[src/rtl/jstk2_pkg.sv]
// Shared definitions for the JSTK2 joystick SPI responder and its master:
// state encodings, command/index constants and the response byte map.
package jstk2_pkg;

    localparam int unsigned AXIS_W = 10;
    localparam int unsigned JOY_W  = 11;
    localparam int unsigned BYTE_W = 8;
    localparam int unsigned RGB_W  = 24;
    localparam int unsigned IDX_W  = 3;

    localparam logic [AXIS_W-1:0] CENTRE_DEFAULT = 10'h200;

    localparam logic [BYTE_W-1:0] CMD_LED_OFF = 8'h80;
    localparam logic [BYTE_W-1:0] CMD_LED_ON  = 8'h81;
    localparam logic [BYTE_W-1:0] CMD_LED_RGB = 8'h84;

    localparam logic [IDX_W-1:0] IDX_BUTTONS = 3'd4;
    localparam logic [IDX_W-1:0] IDX_POSX    = 3'd5;
    localparam logic [IDX_W-1:0] IDX_POSY    = 3'd6;

    typedef enum logic [1:0] {
        ST_IDLE  = 2'd0,
        ST_LOAD  = 2'd1,
        ST_SHIFT = 2'd2,
        ST_END   = 2'd3
    } state_t;

    typedef struct packed {
        logic [AXIS_W-1:0] x;
        logic [AXIS_W-1:0] y;
        logic [BYTE_W-1:0] buttons;
    } jstk_snap_t;

    // Opposing directions pressed together cancel out to the centre value.
    function automatic logic [AXIS_W-1:0] axis_value(input logic pos, input logic neg,
                                                     input logic [AXIS_W-1:0] centre);
        if (pos && !neg)      return 10'h3FF;
        else if (neg && !pos) return 10'h000;
        else                  return centre;
    endfunction

    function automatic logic [BYTE_W-1:0] resp_byte(input logic [IDX_W-1:0] idx,
                                                    input jstk_snap_t s);
        case (idx)
            3'd0:        return s.x[7:0];
            3'd1:        return {6'b0, s.x[9:8]};
            3'd2:        return s.y[7:0];
            3'd3:        return {6'b0, s.y[9:8]};
            IDX_BUTTONS: return s.buttons;
            IDX_POSX:    return s.x[9:2];
            IDX_POSY:    return s.y[9:2];
            default:     return 8'h00;
        endcase
    endfunction

endpackage

[src/rtl/jstk2_spi_responder_if.sv]
// SPI bus between the joystick master and the responder.
interface jstk2_spi_responder_if;
    logic sclk;
    logic ss_n;
    logic mosi;
    logic miso;
    logic miso_oe;

    modport master (output sclk, output ss_n, output mosi, input miso, input miso_oe);
    modport slave  (input sclk, input ss_n, input mosi, output miso, output miso_oe);
endinterface

[src/rtl/jstk2_spi_responder_spi_sync.sv]
// Two-flop synchronizers for sclk/ss_n/mosi plus sclk edge detection.
module spi_sync (
    input  logic clk,
    input  logic rst_n,
    input  logic sclk,
    input  logic ss_n,
    input  logic mosi,
    output logic ss_n_sync,
    output logic mosi_sync,
    output logic sclk_rise_c,
    output logic sclk_fall_c,
    output logic ready
);
    logic [1:0] sclk_ff;
    logic [1:0] ss_ff;
    logic [1:0] mosi_ff;
    logic       sclk_prev;
    logic [1:0] warm;

    // warm marks when the synchronizer outputs reflect real pin values, not reset fill.
    always_ff @(posedge clk or negedge rst_n) begin
        if (!rst_n) begin
            sclk_ff   <= 2'b00;
            ss_ff     <= 2'b11;
            mosi_ff   <= 2'b00;
            sclk_prev <= 1'b0;
            warm      <= 2'b00;
        end else begin
            sclk_ff   <= {sclk_ff[0], sclk};
            ss_ff     <= {ss_ff[0], ss_n};
            mosi_ff   <= {mosi_ff[0], mosi};
            sclk_prev <= sclk_ff[1];
            warm      <= {warm[0], 1'b1};
        end
    end

    assign ss_n_sync   = ss_ff[1];
    assign mosi_sync   = mosi_ff[1];
    assign sclk_rise_c = sclk_ff[1] & ~sclk_prev;
    assign sclk_fall_c = ~sclk_ff[1] & sclk_prev;
    assign ready       = warm[1];

endmodule

[src/rtl/jstk2_spi_responder.sv]
// JSTK2-compatible SPI slave: reports joystick axes/buttons and accepts LED commands.
module jstk2_spi_responder
    import jstk2_pkg::*;
#(
    parameter logic [AXIS_W-1:0] CENTRE = CENTRE_DEFAULT
) (
    input  logic                 clk_peripheral,
    input  logic                 reset_n,
    input  logic [JOY_W-1:0]     joystick,
    jstk2_spi_responder_if.slave spi,
    output logic                 led_en,
    output logic [RGB_W-1:0]     led_rgb,
    output logic                 frame_done
);
    logic ss_n_sync, mosi_sync, sclk_rise_c, sclk_fall_c, sync_ready;

    spi_sync u_sync (
        .clk         (clk_peripheral),
        .rst_n       (reset_n),
        .sclk        (spi.sclk),
        .ss_n        (spi.ss_n),
        .mosi        (spi.mosi),
        .ss_n_sync   (ss_n_sync),
        .mosi_sync   (mosi_sync),
        .sclk_rise_c (sclk_rise_c),
        .sclk_fall_c (sclk_fall_c),
        .ready       (sync_ready)
    );

    state_t            state;
    jstk_snap_t        snap;
    jstk_snap_t        snap_c;
    logic [IDX_W-1:0]  byte_idx;
    logic [2:0]        bit_cnt;
    logic [BYTE_W-1:0] rx_shift;
    logic [BYTE_W-1:0] tx_shift;
    logic [BYTE_W-1:0] cmd;
    logic [RGB_W-1:0]  rgb_cand;
    logic              armed;
    logic              miso_q;
    logic              miso_oe_q;
    logic [BYTE_W-1:0] load_byte_c;
    logic [BYTE_W-1:0] next_byte_c;
    logic [BYTE_W-1:0] rx_byte_c;
    logic              unused_joy;

    always_comb begin
        snap_c.x       = axis_value(joystick[0], joystick[1], CENTRE);
        snap_c.y       = axis_value(joystick[3], joystick[2], CENTRE);
        snap_c.buttons = {6'b0, joystick[5], joystick[7]};
    end

    assign load_byte_c = resp_byte(3'd0, snap_c);
    assign next_byte_c = resp_byte(byte_idx, snap);
    assign rx_byte_c   = {rx_shift[6:0], mosi_sync};
    assign unused_joy  = ^{joystick[10:8], joystick[6], joystick[4]};

    assign spi.miso    = miso_q;
    assign spi.miso_oe = miso_oe_q;

    always_ff @(posedge clk_peripheral or negedge reset_n) begin
        if (!reset_n) begin
            state      <= ST_IDLE;
            snap       <= '0;
            byte_idx   <= '0;
            bit_cnt    <= '0;
            rx_shift   <= '0;
            tx_shift   <= '0;
            cmd        <= '0;
            rgb_cand   <= '0;
            armed      <= 1'b0;
            miso_q     <= 1'b0;
            miso_oe_q  <= 1'b0;
            led_en     <= 1'b0;
            led_rgb    <= '0;
            frame_done <= 1'b0;
        end else begin
            frame_done <= 1'b0;
            // A frame only starts on a fall seen after ss_n was observed high post-reset.
            armed <= (state != ST_LOAD) && (armed || (sync_ready && ss_n_sync));

            unique case (state)
                ST_IDLE: begin
                    if (armed && !ss_n_sync) begin
                        state     <= ST_LOAD;
                        miso_oe_q <= 1'b1;
                    end
                end
                ST_LOAD: begin
                    snap     <= snap_c;
                    byte_idx <= '0;
                    bit_cnt  <= '0;
                    cmd      <= '0;
                    miso_q   <= load_byte_c[7];
                    tx_shift <= {load_byte_c[6:0], 1'b0};
                    state    <= ST_SHIFT;
                end
                ST_SHIFT: begin
                    if (ss_n_sync) begin
                        state      <= ST_END;
                        miso_q     <= 1'b0;
                        miso_oe_q  <= 1'b0;
                        frame_done <= 1'b1;
                        // byte_idx counts fully received bytes; partial bytes never advance it.
                        if (cmd == CMD_LED_OFF && byte_idx >= 3'd1) begin
                            led_en <= 1'b0;
                        end else if (cmd == CMD_LED_ON && byte_idx >= 3'd1) begin
                            led_en <= 1'b1;
                        end else if (cmd == CMD_LED_RGB && byte_idx >= 3'd4) begin
                            led_en  <= 1'b1;
                            led_rgb <= rgb_cand;
                        end
                    end else if (sclk_rise_c) begin
                        rx_shift <= rx_byte_c;
                        bit_cnt  <= bit_cnt + 3'd1;
                        if (bit_cnt == 3'd7) begin
                            case (byte_idx)
                                3'd0:    cmd             <= rx_byte_c;
                                3'd1:    rgb_cand[23:16] <= rx_byte_c;
                                3'd2:    rgb_cand[15:8]  <= rx_byte_c;
                                3'd3:    rgb_cand[7:0]   <= rx_byte_c;
                                default: ;
                            endcase
                            if (byte_idx != 3'd7) byte_idx <= byte_idx + 3'd1;
                        end
                    end else if (sclk_fall_c) begin
                        if (bit_cnt == 3'd0) begin
                            miso_q   <= next_byte_c[7];
                            tx_shift <= {next_byte_c[6:0], 1'b0};
                        end else begin
                            miso_q   <= tx_shift[7];
                            tx_shift <= {tx_shift[6:0], 1'b0};
                        end
                    end
                end
                ST_END: begin
                    state <= ST_IDLE;
                end
            endcase
        end
    end

endmodule

[src/flat_wrapper.sv]
// flat-port wrapper written by rule: the top's interface ports become plain ports
module jstk2_spi_responder_flat import jstk2_pkg::*;
#(
    parameter logic [AXIS_W-1:0] CENTRE = CENTRE_DEFAULT
)
  (clk_peripheral, reset_n, joystick, led_en, led_rgb, frame_done, spi_sclk, spi_ss_n, spi_mosi, spi_miso, spi_miso_oe);
  jstk2_spi_responder_if spi_i ();
  input  logic clk_peripheral;
  input  logic reset_n;
  input  logic [JOY_W-1:0] joystick;
  output logic led_en;
  output logic [RGB_W-1:0] led_rgb;
  output logic frame_done;
  input wire logic [$bits(spi_i.sclk)-1:0] spi_sclk;
  input wire logic [$bits(spi_i.ss_n)-1:0] spi_ss_n;
  input wire logic [$bits(spi_i.mosi)-1:0] spi_mosi;
  output wire logic [$bits(spi_i.miso)-1:0] spi_miso;
  output wire logic [$bits(spi_i.miso_oe)-1:0] spi_miso_oe;
  assign spi_i.sclk = spi_sclk;
  assign spi_i.ss_n = spi_ss_n;
  assign spi_i.mosi = spi_mosi;
  assign spi_miso = spi_i.miso;
  assign spi_miso_oe = spi_i.miso_oe;
  jstk2_spi_responder #(.CENTRE(CENTRE)) u_core (.clk_peripheral(clk_peripheral), .reset_n(reset_n), .joystick(joystick), .spi(spi_i), .led_en(led_en), .led_rgb(led_rgb), .frame_done(frame_done));
endmodule
[config.mk]
export PLATFORM = sky130hd
export DESIGN_NAME = jstk2_spi_responder_flat
export DESIGN_NICKNAME = d
export VERILOG_FILES = /design/src/rtl/jstk2_pkg.sv /design/src/rtl/jstk2_spi_responder_if.sv /design/src/rtl/jstk2_spi_responder_spi_sync.sv /design/src/rtl/jstk2_spi_responder.sv /design/src/flat_wrapper.sv
export SDC_FILE = /design/constraint.sdc
export NUM_CORES = 1
export LEC_CHECK = 0
export BUFFER_PORTS_ARGS = -buffer_cell sky130_fd_sc_hd__buf_4
export CAP_MARGIN = 0
export CORE_ASPECT_RATIO = 0.6
export CORE_MARGIN = 2
export CORE_UTILIZATION = 58
export DETAILED_ROUTE_END_ITERATION = 8
export PLACE_DENSITY = 0.79
export SLEW_MARGIN = 20
export SYNTH_ARGS = -nofsm -noshare
export SYNTH_HDL_FRONTEND = slang
export SYNTH_SLANG_ARGS = --single-unit
[constraint.sdc]
create_clock -name clk_peripheral -period 3.04 [get_ports clk_peripheral]
set_input_delay 0.152 -clock clk_peripheral [delete_from_list [all_inputs] [get_ports clk_peripheral]]
set_output_delay 0.152 -clock clk_peripheral [all_outputs]
set_load 0.01 [all_outputs]
==> impl_metrics.yaml, run 1 <==
sta:
  slew_viol_final: 0
  finalSetupViolCount: 0
  tightestPinTransition_ns: 0.7009
  hold_violations: 0
  fin_worst_skew_ns: 0.008735
  slew_headroom_pct: 53.27
  max_freq_ghz: 0.3981
  fin_crit_sh_pct: 82.63
  rsz0062_at_grt: "false"
  period_minus_slack_ns: 2.512
  holdWs_ns: 0.03922
  tns_ns: 0
worst_setup_path:
  crit_fanout: 10
  cp_slowest_cell: "dfrtp_1"
  cp_cell_sequence: "clkinv_1, ha_1, nor4_1, nor2_1, a211oi_1, a21oi_1"
  cp-end-kind: "flip-flop"
  required_ns: 3.24
  path_buf_inv: 1
  slowest_delay_ns: 0.56
  worstSetupPathType: "flip-flop to flip-flop"
  worstSetupStartpointType: "flip-flop"
  critPathTopFamily: "compound AO/OA/AOI/OAI gates"
  critPathArrivalTime_ns: 2.71
global_route:
  grt_pass1_vias: 2670
  overflow: 0
  grt_max_degree: 59
  grt_use_total_pct: 22.56
  antenna_found_initial: 0
  grt_pass1_wl_um: 13540
final_layout:
  antenna_cells: 0
  fillers: 456
  drive_gt1_share_pct: 32.36
  area_delta_synth_final_pct: 18.21
  final_area_mm2: 0.004882
  nets: 401
  fin_util_pct: 71.89
synthesis:
  synth_nets: 348
  synth_flop_cell: "dfrtp_1"
  yosysMostFrequentCell: "dfrtp_1"
  synth.avg_cell_area_um2: 12.95
  synth_commonest_cells: "96 x dfrtp_1, 57 x mux2_2, 23 x nand2_1"
  synthCells: 319
  ys_top_cells_by_area: "dfrtp_1 58%, mux2_2 16%, ha_1 3.9%"
  synth-seq-cells: 98
  synth-edff-count: 0
  ys_types: 41
  ys_seq_area_share_pct: 59.44
  yosysWarnings: 0
  synthArstFlopShare_pct: 100.0
  yosys.area.top_type_share_pct: 58.16
  yosysTopAreaCell: "dfrtp_1"
  syn_area_mm2: 0.004130
detailed_routing:
  drc: 2
  firstDrtPassIters: 8
  route.vias.total: 2628
  drtAntennaViolNets: 0
  wl_per_cell_um: 17.29
  drt_iter0_drc: 204
  via_per_inst: 5.664
  routed_wl_um: 8021
cts:
  numCtsBuffers: 9
  cts_resized: 0
  clock-root-buffer: "clkbuf_16"
  clkTransAtPathRegs_ns: 0.07
  insertion_delay_ns: 0.35
  h-tree-depth: 3
  cts_tree: "built"
  max-clock-path-buffers: 2
  cts.sinks: 98
placed_design:
  place_area_mm2: 0.004527
  gp_congestion: 0.7863
  dp_hpwl_um: 5433
  port_buffers: 38
floorplan:
  die_w_um: 112.9
  core_mm2: 0.006792
  dieArea_mm2: 0.007834
  die_h_um: 69.37
  rows: 23
  initial_core_util_pct: 60.81
  io_pins: 44
power:
  powerDensity_mw_per_mm2: 738.6
  p_leak_nw: 2.432
  ir_worst_vdd_mv: 0.4074
hold_path:
  hp-class: "input port to flip-flop"
run_status:
  violations: "DRC"
  status: "finished with violations"
run:
  drv_cap: 0
[cells in the final DEF, fill, tap and decap left out, drive strengths merged, types with 3 or more instances in the layout]
cell type,count
or4,3
nor2,10
a31oi,3
a21oi,11
mux2i,12
mux2,58
nor4,4
nor2b,3
ha,13
buf,45
o21ai,12
dfrtp,96
a32o,3
nand3,6
clkbuf,10
clkinv,5
nand2b,5
nand2,23
dlygate4sd3,6
inv,23
[final cells by class]
| type | instances | area, µm² | share of cell area [%] |
|---|---|---|---|
| repair buffers | 51 | 397.9 | 8.150 |
| well taps | 87 | 108.9 | 2.230 |
| clock inverters | 6 | 66.31 | 1.358 |
| multi-input cells | 189 | 1539 | 31.52 |
| inverters | 23 | 86.33 | 1.768 |
| flip-flops and latches | 98 | 2455 | 50.28 |
| clock buffers | 10 | 229.0 | 4.690 |
[through the flow]
stage	setup WS [ns]	total power, mW	std cells
after global routing	0.2881	3.815	464
final	0.5279	3.606	464
after floorplan	0.8705	2.193	319
after detailed placement	0.5828	2.490	442
after CTS	0.5649	3.626	464
after global placement	0.7003	2.433	442
[layer usage]
layer,track usage [%],share of wire (%)
met1,33.45,49
met4,7.317,1.4
met2,30.66,43
met5,0,0
met3,8.654,6.2
[registers in the layout, indices dropped and copies added, names as in the netlist, 2 cells and up]
| register | flops |
|---|---|
| u_core.state | 2 |
| u_core.cmd | 8 |
| u_core.u_sync.warm | 2 |
| u_core.led_rgb | 24 |
| u_core.tx_shift | 7 |
| u_core.rgb_cand | 24 |
| u_core.u_sync.sclk_ff | 2 |
| u_core.u_sync.ss_ff | 2 |
| u_core.bit_cnt | 3 |
| u_core.snap | 6 |
| u_core.byte_idx | 3 |
| u_core.rx_shift | 7 |
| u_core.u_sync.mosi_ff | 2 |
[kinds of logic (layout without fill, tap and decap cells)]
kind of cell	after synthesis	count (layout)	share of synthesized area, %
compound gates	44	44	6.816
fa+ha+maj	13	13	3.938
buf+inv	32	90	3.302
flops	98	98	59.44
mux	70	70	18.72
other cells	1	1	0.09079
simple gates	61	61	7.695
[worst paths after layout]
kind / from / to / slack [ns] / cells after the start
max reg2reg: u_core.byte_idx[2]$_DFFE_PN0P_ / u_core.tx_shift[4]$_DFFE_PN0P_ / 0.53 / 6
max: u_core.byte_idx[2]$_DFFE_PN0P_ / u_core.tx_shift[4]$_DFFE_PN0P_ / 0.53 / 6
min in group asynchronous: reset_n / u_core.led_rgb[2]$_DFFE_PN0P_ / 0.40 / 2
max in group asynchronous: reset_n / u_core.led_rgb[16]$_DFFE_PN0P_ / 1.85 / 3
min: joystick[7] / u_core.snap[0]$_DFFE_PN0N_ / 0.04 / 2
min reg2reg: u_core.u_sync.mosi_ff[0]$_DFF_PN0_ / u_core.u_sync.mosi_ff[1]$_DFF_PN0_ / 0.35 / 0
[repair_timing]
item                                   in CTS  in global routing
hold buffers                                6                  0
endpoints found under the hold margin      60                  0
buffers inserted                            0                  0
[power breakdown]
group / internal [mW] / switching [mW] / total (mW)
combinational: 0.352 / 0.493 / 0.846
clock: 0.640 / 0.485 / 1.12
sequential: 1.48 / 0.155 / 1.64
total: 2.47 / 1.13 / 3.61
Power figures use the tool's default switching activity.
==> run 2, diff against run 1 <==
--- a/config.mk
+++ b/config.mk
@@ -5,13 +5,14 @@
 export SDC_FILE = /design/constraint.sdc
 export NUM_CORES = 1
 export LEC_CHECK = 0
+export ABC_AREA = 1
 export BUFFER_PORTS_ARGS = -buffer_cell sky130_fd_sc_hd__buf_4
 export CAP_MARGIN = 0
 export CORE_ASPECT_RATIO = 0.6
 export CORE_MARGIN = 2
-export CORE_UTILIZATION = 58
+export CORE_UTILIZATION = 53
 export DETAILED_ROUTE_END_ITERATION = 8
-export PLACE_DENSITY = 0.79
+export PLACE_DENSITY = 0.76
 export SLEW_MARGIN = 20
 export SYNTH_ARGS = -nofsm -noshare
 export SYNTH_HDL_FRONTEND = slang
==> constraint.sdc (replaced) <==
create_clock -name clk_peripheral -period 2.1 [get_ports clk_peripheral]
set_input_delay 0.105 -clock clk_peripheral [delete_from_list [all_inputs] [get_ports clk_peripheral]]
set_output_delay 0.105 -clock clk_peripheral [all_outputs]
set_load 0.01 [all_outputs]
==> impl_metrics.yaml, run 2 <==
synthesis:
  synth_nets: 491
  ys_seq_area_share_pct: 57.35
  synthArstFlopShare_pct: 100.0
  syn_area_mm2: 0.004280
  yosysWarnings: 0
  synth-seq-cells: 98
  ys_top_cells_by_area: "dfrtp_1 56%, nand2_1 9.4%, o21ai_0 6.7%"
  yosys.area.top_type_share_pct: 56.12
  synth_flop_cell: "dfrtp_1"
  synth_commonest_cells: "107 x nand2_1, 96 x dfrtp_1, 60 x inv_1"
  yosysTopAreaCell: "dfrtp_1"
  ys_types: 26
  synth-edff-count: 0
  synthCells: 462
  synth.avg_cell_area_um2: 9.265
  yosysMostFrequentCell: "nand2_1"
run_status:
  status: "completed"
final_layout:
  reg_top3: "u_core.led_rgb: 24 flops, u_core.rgb_cand: 24 flops, u_core.cmd: 8 flops"
  area_delta_synth_final_pct: 19.56
  nets: 543
  antenna_cells: 0
  final_cell_mix: "107 x nand2_1, 96 x dfrtp_1, 60 x inv_1"
  final_common_cell: "nand2_1"
  drive_gt1_share_pct: 18.30
  fin_util_pct: 65.18
worst_setup_path:
  reg2reg_depth: 8
  crit_fanout: 16
  r2r-end: "u_core.cmd[4]$_DFFE_PN0P_"
  critical_path.startpoint: "u_core.state[0]$_DFFE_PN0P_"
  cp-end-kind: "flip-flop"
  reg2reg_from: "u_core.state[0]$_DFFE_PN0P_"
  worstSetupStartpointType: "flip-flop"
  required_ns: 2.36
  worstSetupPathType: "flip-flop to flip-flop"
  ff2ff_setup_slack_ns: 0.21
  critPathArrivalTime_ns: 2.15
global_route:
  grt_pass1_wl_um: 14340
  grt_busiest_layer: "met2"
  overflow: 0
  grt_use_total_pct: 21.28
  grt_max_degree: 49
  use_met2_pct: 31.06
  grt_pass1_vias: 3021
  antenna_found_initial: 0
  met3_usage_pct: 6.211
  grtUsageMet1_pct: 30.97
sta:
  slew_headroom_pct: 66.04
  fin_worst_skew_ns: 0.007371
  max_freq_ghz: 0.5299
  period_minus_slack_ns: 1.887
  slew_viol_final: 0
  holdWs_ns: 0.02913
  tns_ns: 0
  fin_crit_sh_pct: 89.86
  finalSetupViolCount: 0
  rsz0062_at_grt: "false"
  setup_ws_ns: 0.2129
  tightestPinTransition_ns: 0.5078
  hold_violations: 0
cts:
  h-tree-depth: 3
  max-clock-path-buffers: 2
  clock-root-buffer: "clkbuf_16"
  cts_tree: "built"
  cts.sinks: 98
  numCtsBuffers: 9
  clkTransAtPathRegs_ns: 0.07
  insertion_delay_ns: 0.35
detailed_routing:
  route.vias.total: 3163
  firstDrtPassIters: 5
  drc: 0
  wl_per_cell_um: 13.46
  via_per_inst: 5.045
  drtAntennaViolNets: 0
  drt_iter0_drc: 239
  routed_wl_um: 8439
hold_path:
  hp-class: "input port to flip-flop"
  hold-path-endpoint: "u_core.snap[27]$_DFFE_PN0N_"
  whs_path_depth: 3
  min_from: "joystick[0]"
power:
  p_leak_nw: 2.414
  ir_worst_vdd_mv: 0.5167
  powerDensity_mw_per_mm2: 1088
  power.total_mw: 5.565
placed_design:
  dp_hpwl_um: 5894
  port_buffers: 38
  pre_cts_ws_ns: 0.07385
  gp_congestion: 0.8173
floorplan:
  dieArea_mm2: 0.008835
  die_h_um: 73.61
  io_pins: 44
  rows: 25
  initial_core_util_pct: 54.52
  die_w_um: 120.0
  core_mm2: 0.007851
run:
  drv_cap: 0
-- run 2: cell families after synthesis --
logic type	synth area share, %
compound gates	12.51
fa+ha+maj	3.800
mux	0.5261
buf+inv	7.571
flops	57.35
other cells	0.08761
simple gates	18.15
-- run 2: what timing repair did --
item	in CTS	in global routing
buffers inserted	0	2
hold endpoints to repair	39	0
gates resized for setup	0	3
endpoints found under the setup margin	0	24
hold buffers	8	0
-- run 2: metal layers --
| layer | vias to the layer above | routed length [µm] |
|---|---|---|
| li1 | 1574 | - |
| met3 | 7 | 432 |
| met4 | 0 | 91 |
| met2 | 68 | 3632 |
| met5 | - | 0 |
| met1 | 1514 | 4282 |
-- run 2: layout make-up --
cell class	count	area, µm²
Clock buffer	10	239.0
Clock inverter	6	66.31
Fill cell	637	2734
Inverter	63	236.5
Multi-Input combinational cell	286	1520
Sequential cell	98	2455
Tap cell	108	135.1
Timing Repair Buffer	56	465.4
-- run 2: through the flow --
step,cells,area [µm²]
2_1_floorplan,462,4280
3_3_place_gp,601,4686
3_5_place_dp,601,4686
4_1_cts,625,5071
5_1_grt,627,5117
6_report,627,5117
-- run 2: power by group --
group / internal, mW / switching [mW]
logic: 0.526 / 1.04
registers: 2.16 / 0.174
clock network: 0.955 / 0.708
-- run 2: critical path, cell delays in order (launching register included) --
cell and delay, ns:
dfrtp_1 0.36, inv_1 0.09, ha_1 0.27, buf_4 0.20, nand2_1 0.08, nand3_2 0.12
nor3_4 0.43, nand3_1 0.14, o21ai_0 0.11
-- run 2: how the worst max path moves through the flow --
stage          depth (start not counted)  slack [ns]                               to
2_1_floorplan                         11        0.44  u_core.rgb_cand[20]$_DFFE_PN0P_
3_3_place_gp                           9        0.20  u_core.rgb_cand[15]$_DFFE_PN0P_
3_5_place_dp                           9        0.07  u_core.rgb_cand[15]$_DFFE_PN0P_
4_1_cts                                9        0.03  u_core.rgb_cand[15]$_DFFE_PN0P_
5_1_grt                                8        0.05        u_core.cmd[4]$_DFFE_PN0P_
6_report                               8        0.21        u_core.cmd[4]$_DFFE_PN0P_
